$ cat src/rtl/rob_dispatch_ctrl.sv
// rob_dispatch_ctrl: dispatch scheduler between decode/rename and the ROB.
// Each cycle it grants an in-order prefix of the 4-wide decode group. The
// grant is bounded by ROB free entries, IQ credits and free physical
// registers. It also tracks occupancy/credits and sequences flushes.
//
// Ports:
//   i_clk, i_rst        clock (rising edge), synchronous active-high reset
//   i_fe_valid[3:0]     decode-group valid mask (leading run of ones counts)
//   i_fe_rd_en[3:0]     instruction k needs a physical destination register
//   i_preg_avail[5:0]   free physical registers this cycle
//   i_retire_count[2:0] ROB entries retired this cycle
//   i_iq_release[2:0]   IQ slots freed this cycle
//   i_flush             flush request pulse
//   o_ins_count[2:0]    instructions dispatched this cycle (combinational)
//   o_fe_accept[2:0]    same as o_ins_count (combinational)
//   o_preg_alloc[2:0]   physical registers taken this cycle (combinational)
//   o_rob_free[4:0]     ROB free entries (registered)
//   o_iq_credits[3:0]   IQ credits (registered)
//   o_stall             valid instructions left unaccepted (combinational)
//   o_flushing          controller is in FLUSH (registered)
//   o_err               sticky accounting error (registered)
module rob_dispatch_ctrl #(
   parameter int unsigned ROB_DEPTH    = 16,
   parameter int unsigned IQ_DEPTH     = 12,
   parameter int unsigned FLUSH_CYCLES = 3
) (
   input  logic       i_clk,
   input  logic       i_rst,
   input  logic [3:0] i_fe_valid,
   input  logic [3:0] i_fe_rd_en,
   input  logic [5:0] i_preg_avail,
   input  logic [2:0] i_retire_count,
   input  logic [2:0] i_iq_release,
   input  logic       i_flush,
   output logic [2:0] o_ins_count,
   output logic [2:0] o_fe_accept,
   output logic [2:0] o_preg_alloc,
   output logic [4:0] o_rob_free,
   output logic [3:0] o_iq_credits,
   output logic       o_stall,
   output logic       o_flushing,
   output logic       o_err
);

   localparam int unsigned OCC_W  = 5;
   localparam int unsigned CRED_W = 4;
   localparam int unsigned CNT_W  = $clog2(FLUSH_CYCLES + 1);

   typedef enum logic {RUN = 1'b0, FLUSH = 1'b1} state_t;

   state_t              state_q, state_d;
   logic [CNT_W-1:0]    cnt_q, cnt_d;
   logic [OCC_W-1:0]    free_q, free_d;
   logic [CRED_W-1:0]   cred_q, cred_d;
   logic                err_q, err_d;

   logic [2:0]          lead;
   logic                stop;
   logic [2:0]          grant;
   logic [2:0]          alloc;
   logic [2:0]          pc;
   logic                blk;
   logic                dispatch_en;
   logic [OCC_W:0]      occ;
   logic [OCC_W:0]      occ_sum;
   logic [CRED_W:0]     cred_sum;

   // Grant: largest in-order prefix satisfying ROB, IQ and preg limits
   always_comb begin
      lead = '0;
      stop = 1'b0;
      for (int i = 0; i < 4; i++) begin
         if (!stop && i_fe_valid[i]) begin
            lead = lead + 3'd1;
         end else begin
            stop = 1'b1;
         end
      end
      grant = '0;
      alloc = '0;
      pc    = '0;
      blk   = 1'b0;
      // Once one prefix length fails, every longer one fails too
      for (int k = 1; k <= 4; k++) begin
         pc = pc + {2'b00, i_fe_rd_en[k-1]};
         if (!blk && (3'(k) <= lead) && (OCC_W'(k) <= free_q) &&
             (CRED_W'(k) <= cred_q) && ({3'b000, pc} <= i_preg_avail)) begin
            grant = 3'(k);
            alloc = pc;
         end else begin
            blk = 1'b1;
         end
      end
      dispatch_en  = !i_rst && (state_q == RUN) && !i_flush;
      o_ins_count  = dispatch_en ? grant : 3'd0;
      o_fe_accept  = o_ins_count;
      o_preg_alloc = dispatch_en ? alloc : 3'd0;
      o_stall      = dispatch_en && (grant < lead);
   end

   // Next state, countdown and counter updates with guard-bit clamping
   always_comb begin
      state_d  = state_q;
      cnt_d    = cnt_q;
      free_d   = free_q;
      cred_d   = cred_q;
      err_d    = err_q;
      occ      = (OCC_W+1)'(ROB_DEPTH) - {1'b0, free_q};
      occ_sum  = occ + (OCC_W+1)'(o_ins_count);
      cred_sum = {1'b0, cred_q} - (CRED_W+1)'(o_ins_count)
                 + (CRED_W+1)'(i_iq_release);

      case (state_q)
         RUN: begin
            if (i_flush) begin
               state_d = FLUSH;
               cnt_d   = CNT_W'(FLUSH_CYCLES);
            end
         end
         FLUSH: begin
            if (i_flush) begin
               cnt_d = CNT_W'(FLUSH_CYCLES);
            end else if (cnt_q <= CNT_W'(1)) begin
               state_d = RUN;
               cnt_d   = '0;
            end else begin
               cnt_d = cnt_q - CNT_W'(1);
            end
         end
         default: begin
            state_d = RUN;
            cnt_d   = '0;
         end
      endcase

      if (i_flush) begin
         free_d = OCC_W'(ROB_DEPTH);
         cred_d = CRED_W'(IQ_DEPTH);
      end else begin
         if ((OCC_W+1)'(i_retire_count) > occ_sum) begin
            err_d  = 1'b1;
            free_d = OCC_W'(ROB_DEPTH);
         end else begin
            free_d = OCC_W'((OCC_W+1)'(ROB_DEPTH) - (occ_sum - (OCC_W+1)'(i_retire_count)));
         end
         if (cred_sum > (CRED_W+1)'(IQ_DEPTH)) begin
            err_d  = 1'b1;
            cred_d = CRED_W'(IQ_DEPTH);
         end else begin
            cred_d = CRED_W'(cred_sum);
         end
      end
   end

   // State and counter registers
   always_ff @(posedge i_clk) begin
      if (i_rst) begin
         state_q <= RUN;
         cnt_q   <= '0;
         free_q  <= OCC_W'(ROB_DEPTH);
         cred_q  <= CRED_W'(IQ_DEPTH);
         err_q   <= 1'b0;
      end else begin
         state_q <= state_d;
         cnt_q   <= cnt_d;
         free_q  <= free_d;
         cred_q  <= cred_d;
         err_q   <= err_d;
      end
   end

   assign o_rob_free   = free_q;
   assign o_iq_credits = cred_q;
   assign o_flushing   = (state_q == FLUSH);
   assign o_err        = err_q;

endmodule

$ cat config.mk
export PLATFORM = sky130hd
export DESIGN_NAME = rob_dispatch_ctrl
export DESIGN_NICKNAME = d
export VERILOG_FILES = /design/src/rtl/rob_dispatch_ctrl.sv
export SDC_FILE = /design/constraint.sdc
export NUM_CORES = 1
export LEC_CHECK = 0
export ABC_AREA = 1
export CAP_MARGIN = 30
export CORE_AREA = 5 5 90 92
export CTS_BUF_LIST = sky130_fd_sc_hd__clkbuf_4 sky130_fd_sc_hd__clkbuf_8 sky130_fd_sc_hd__clkbuf_16
export CTS_CLUSTER_DIAMETER = 40
export DETAILED_ROUTE_END_ITERATION = 12
export DIE_AREA = 0 0 95 97
export SKIP_LAST_GASP = 1
export SLEW_MARGIN = 20
export SYNTH_ARGS = -nofsm -noshare
export SYNTH_HDL_FRONTEND = slang
export SYNTH_SLANG_ARGS = --single-unit
$ cat constraint.sdc
create_clock -name i_clk -period 11.9 [get_ports i_clk]
set_clock_uncertainty 0.2 [all_clocks]
set_input_delay 2.38 -clock i_clk [delete_from_list [all_inputs] [get_ports i_clk]]
set_output_delay 2.38 -clock i_clk [all_outputs]
set_load 0.02 [all_outputs]
==> results.md <==
- Clock Path Buffers: 2
- DR WL/cell: 10.2 µm
- Synth cell count leaders: inv_1, nand2_1, nor2_1
- Clock transition at the registers of the reported paths: 0.06 ns
- Initial antenna violation count: 0
- I/O pins: 44
- Worst-path fanout max: 8
- CP max-delay cell: clkdlybuf4s50_1
- Final-report max-slew violation count: 0
- Int Power: 172 µW
- Worst EP arrival: 6.63 ns
- R2r startpoint: o_rob_free[3]$_SDFF_PP0_
- Sequential share of the synthesized area: 14.9%
- Cell count after synthesis: 254
- Post-synth EDFFs: 0
- I/O Buffers: 43
- Power Dens Cells: 140 nW/µm²
- RSZ-0062 raised after global routing: false
- Mapped Avg Cell Area: 6.88 µm²
- Top-count cell post-synth: inv_1
- Worst rel slew slack: 39.5%
- Max-cap violations: 0
- Fin. Hold Viols: 0
- Nets@finish: 357
- Total grt overflow: 0
- Placer congestion estimate: 0.817
- Final min period: 9.21 ns
- Total power: 326 µW
- Cells along the critical path: clkdlybuf4s50_1, fa_1, ha_1, fa_1, ha_1, nand2_1, or2_0, a21oi_1, nor2_4, nand3_4, inv_1, nor3_1, clkdlybuf4s50_1
- Reg2reg setup slack: 7.90 ns
- Routed WL: 4050 µm
- CTS Buf Count: 3
- Primary FF master, synth: dfxtp_1
- Setup Fix Bufs, Post-CTS: 0
- Vias in the first global route: 1587
- Global Route Usage Sum: 9.13%
- Antenna cells: 0
- Final Non-Filler Cells: 397
- FF+latch count, synth: 13
- Crit path required time: 9.32 ns
- Critical setup path kind: input pin to output pin
- Slew @ Worst Pin: 0.900 ns
- Yosys Warn Count: 0
- R2R Path End: o_iq_credits[3]$_SDFF_PP1_
- Cell family with most CP delay: adder cells
- Psw: 154 µW
- Synth area leaders: ha_1, dfxtp_1, inv_1
- Post-synthesis simple-gate area fraction: 34.2%
- Worst min path class: flip-flop to flip-flop
- Comb power frac: 68.2%
- Drt pass-1 iters: 4
- Slack of the critical path: 2.69 ns
- Synth unique cells: 30
- Multiplexer share of the synthesized area: 0%
- Largest family of logic cells by synthesized area: simple AND/OR/NAND/NOR gates
- Worst setup SP type: input pin
- Worst-Skew Late Latency: 0.24 ns
- Sinks on Clock Net: 13
- Setup TNS: 0 ns
- Adder-Cell Fraction of Synth Area: 28.1%
- Worst hold path startpoint: o_err$_SDFFE_PP0P_
- Outcome: complete, no violations
- Area delta synth->final: 33.1%
- Post-DP HPWL: 3690 µm
- Crit-path max cell delay: 0.75 ns
- Switching Share: 47.2%
- Chip Width: 95 µm
- Largest net degree at the start of global routing: 9
- Final setup violation count: 0
- Root Driver: clkbuf_8
- Net Count, Synth: 312
- CTS tree: done
- ANT nets after route: 0
- Tcrit/Tclk final: 77.4%
- Die Span Y: 97 µm
- Hold depth: 2
- Xor/xnor share of the synthesized area: 3.51%
- # DRC: 0
- Max Freq: 109 MHz
- Vias: 1592
- Top cell type's share of synthesized area: 20.0%
- Routed vias/inst: 4.01
- Async S/R FF share, synth: 0%
- Clock power frac: 11.9%
- First-pass GRT wire length: 6940 µm
- Area of the core: 7140 µm²
- LEAKAGE: 1.13 nW
- Fraction of layout cells with a size suffix above 1: 10.4%
- Post_cts resized: 0
- Full die area: 9220 µm²
- Initial Utilization: 24.5%
- Post-synthesis instance area: 1750 µm²
- Sequential Power Share: 19.9%
- Num rows: 31
- Crit path capture type: output pin
- H-tree depth: 1
- WP buf/inv: 3
- Initial DRC count: 33
- Worst hold path endpoint: o_err$_SDFFE_PP0P_
- R2R cell count: 17
- Maximum vdd drop: 0.0933 mV
- Hold_buf cts: 0
- Fill count: 799
- Area leader, netlist: ha_1
- Placed Cells: 393
- Dpl ws: 2.58 ns
- Synth Area in Compound Gates: 6.37%
==> cell type report <==
type | count | area, µm² | share of cell area (%)
Sequential cell | 13 | 260 | 11.2
Multi-Input combinational cell | 184 | 1260 | 54.2
Clock inverter | 1 | 5.00 | 0.215
Timing Repair Buffer | 43 | 430 | 18.5
Tap cell | 99 | 124 | 5.33
Inverter | 54 | 204 | 8.77
Clock buffer | 3 | 41.3 | 1.78
==> kinds of logic after synthesis <==
group | Yosys count
adder cells (fa/ha/maj) | 35
buffers and inverters | 57
AND/OR/NAND/NOR | 121
XOR/XNOR | 7
AO/OA/AOI/OAI | 21
flip-flops | 13
==> tightest hold or removal path, stage by stage, from the launching register on <==
cell	delay, ns
dfxtp_1	0.31
nand2_1	0.06
nand2_1	0.05
==> per-stage QoR <==
| step | hold WS [ns] | util, % | cell area (µm²) |
|---|---|---|---|
| after floorplan | 0.235 | - | 1750 |
| after global placement | 0.249 | 31.9 | 2280 |
| after detailed placement | 0.242 | 31.9 | 2280 |
| after CTS | 0.259 | 32.6 | 2330 |
| after global routing | 0.275 | 32.6 | 2330 |
| final | 0.256 | 32.6 | 2330 |
==> per-layer routing <==
layer | up-vias | global-route usage, % | share of wire, %
li1 | 868 | - | -
met1 | 693 | 11.2 | 45
met2 | 29 | 16.1 | 50
met3 | 2 | 2.40 | 5.4
met4 | 0 | 1.33 | 0.30
met5 | - | 0 | 0
==> how the worst max path moves through the flow <==
stage	from	endpoint	slack, ns	cells after the start
final	i_fe_rd_en[0]	o_fe_accept[1]	2.69	13
after global routing	i_fe_rd_en[0]	o_fe_accept[1]	2.37	13
after CTS	i_fe_rd_en[0]	o_fe_accept[1]	2.56	13
after detailed placement	i_fe_rd_en[0]	o_fe_accept[1]	2.58	13
after global placement	i_fe_rd_en[0]	o_ins_count[1]	2.62	13
after floorplan	i_fe_rd_en[0]	o_ins_count[1]	3.69	12
==> registers in the layout, summed over array words and instances (netlist names) <==
| signal | cells |
|---|---|
| cnt_q | 2 |
| o_flushing | 1 |
| o_err | 1 |
| o_rob_free | 5 |
| o_iq_credits | 4 |
==> cells in the final DEF, fill, tap and decap left out, types with 2 or more instances in the layout <==
cell / count
ha_1: 28
clkinv_2: 2
nand4_1: 3
nor3_1: 2
clkbuf_8: 3
inv_1: 51
or2_2: 2
fa_1: 7
nor2_2: 7
dfxtp_1: 13
a21oi_1: 16
nand2_1: 46
o21ai_1: 2
nor2_1: 29
nand2_2: 6
clkdlybuf4s50_1: 43
or2_0: 2
nor2_4: 3
nand3_1: 15
inv_2: 2
xor2_1: 6
==> power by group through the flow <==
stage	registers (mW)	logic, mW	clock network, mW
2_1_floorplan	0.0758	0.154	0
3_3_place_gp	0.0658	0.225	0
3_5_place_dp	0.0660	0.225	0
4_1_cts	0.0652	0.226	0.0401
5_1_grt	0.0666	0.256	0.0437
6_report	0.0649	0.223	0.0389
No activity file was read; power rests on OpenSTA's default activity.
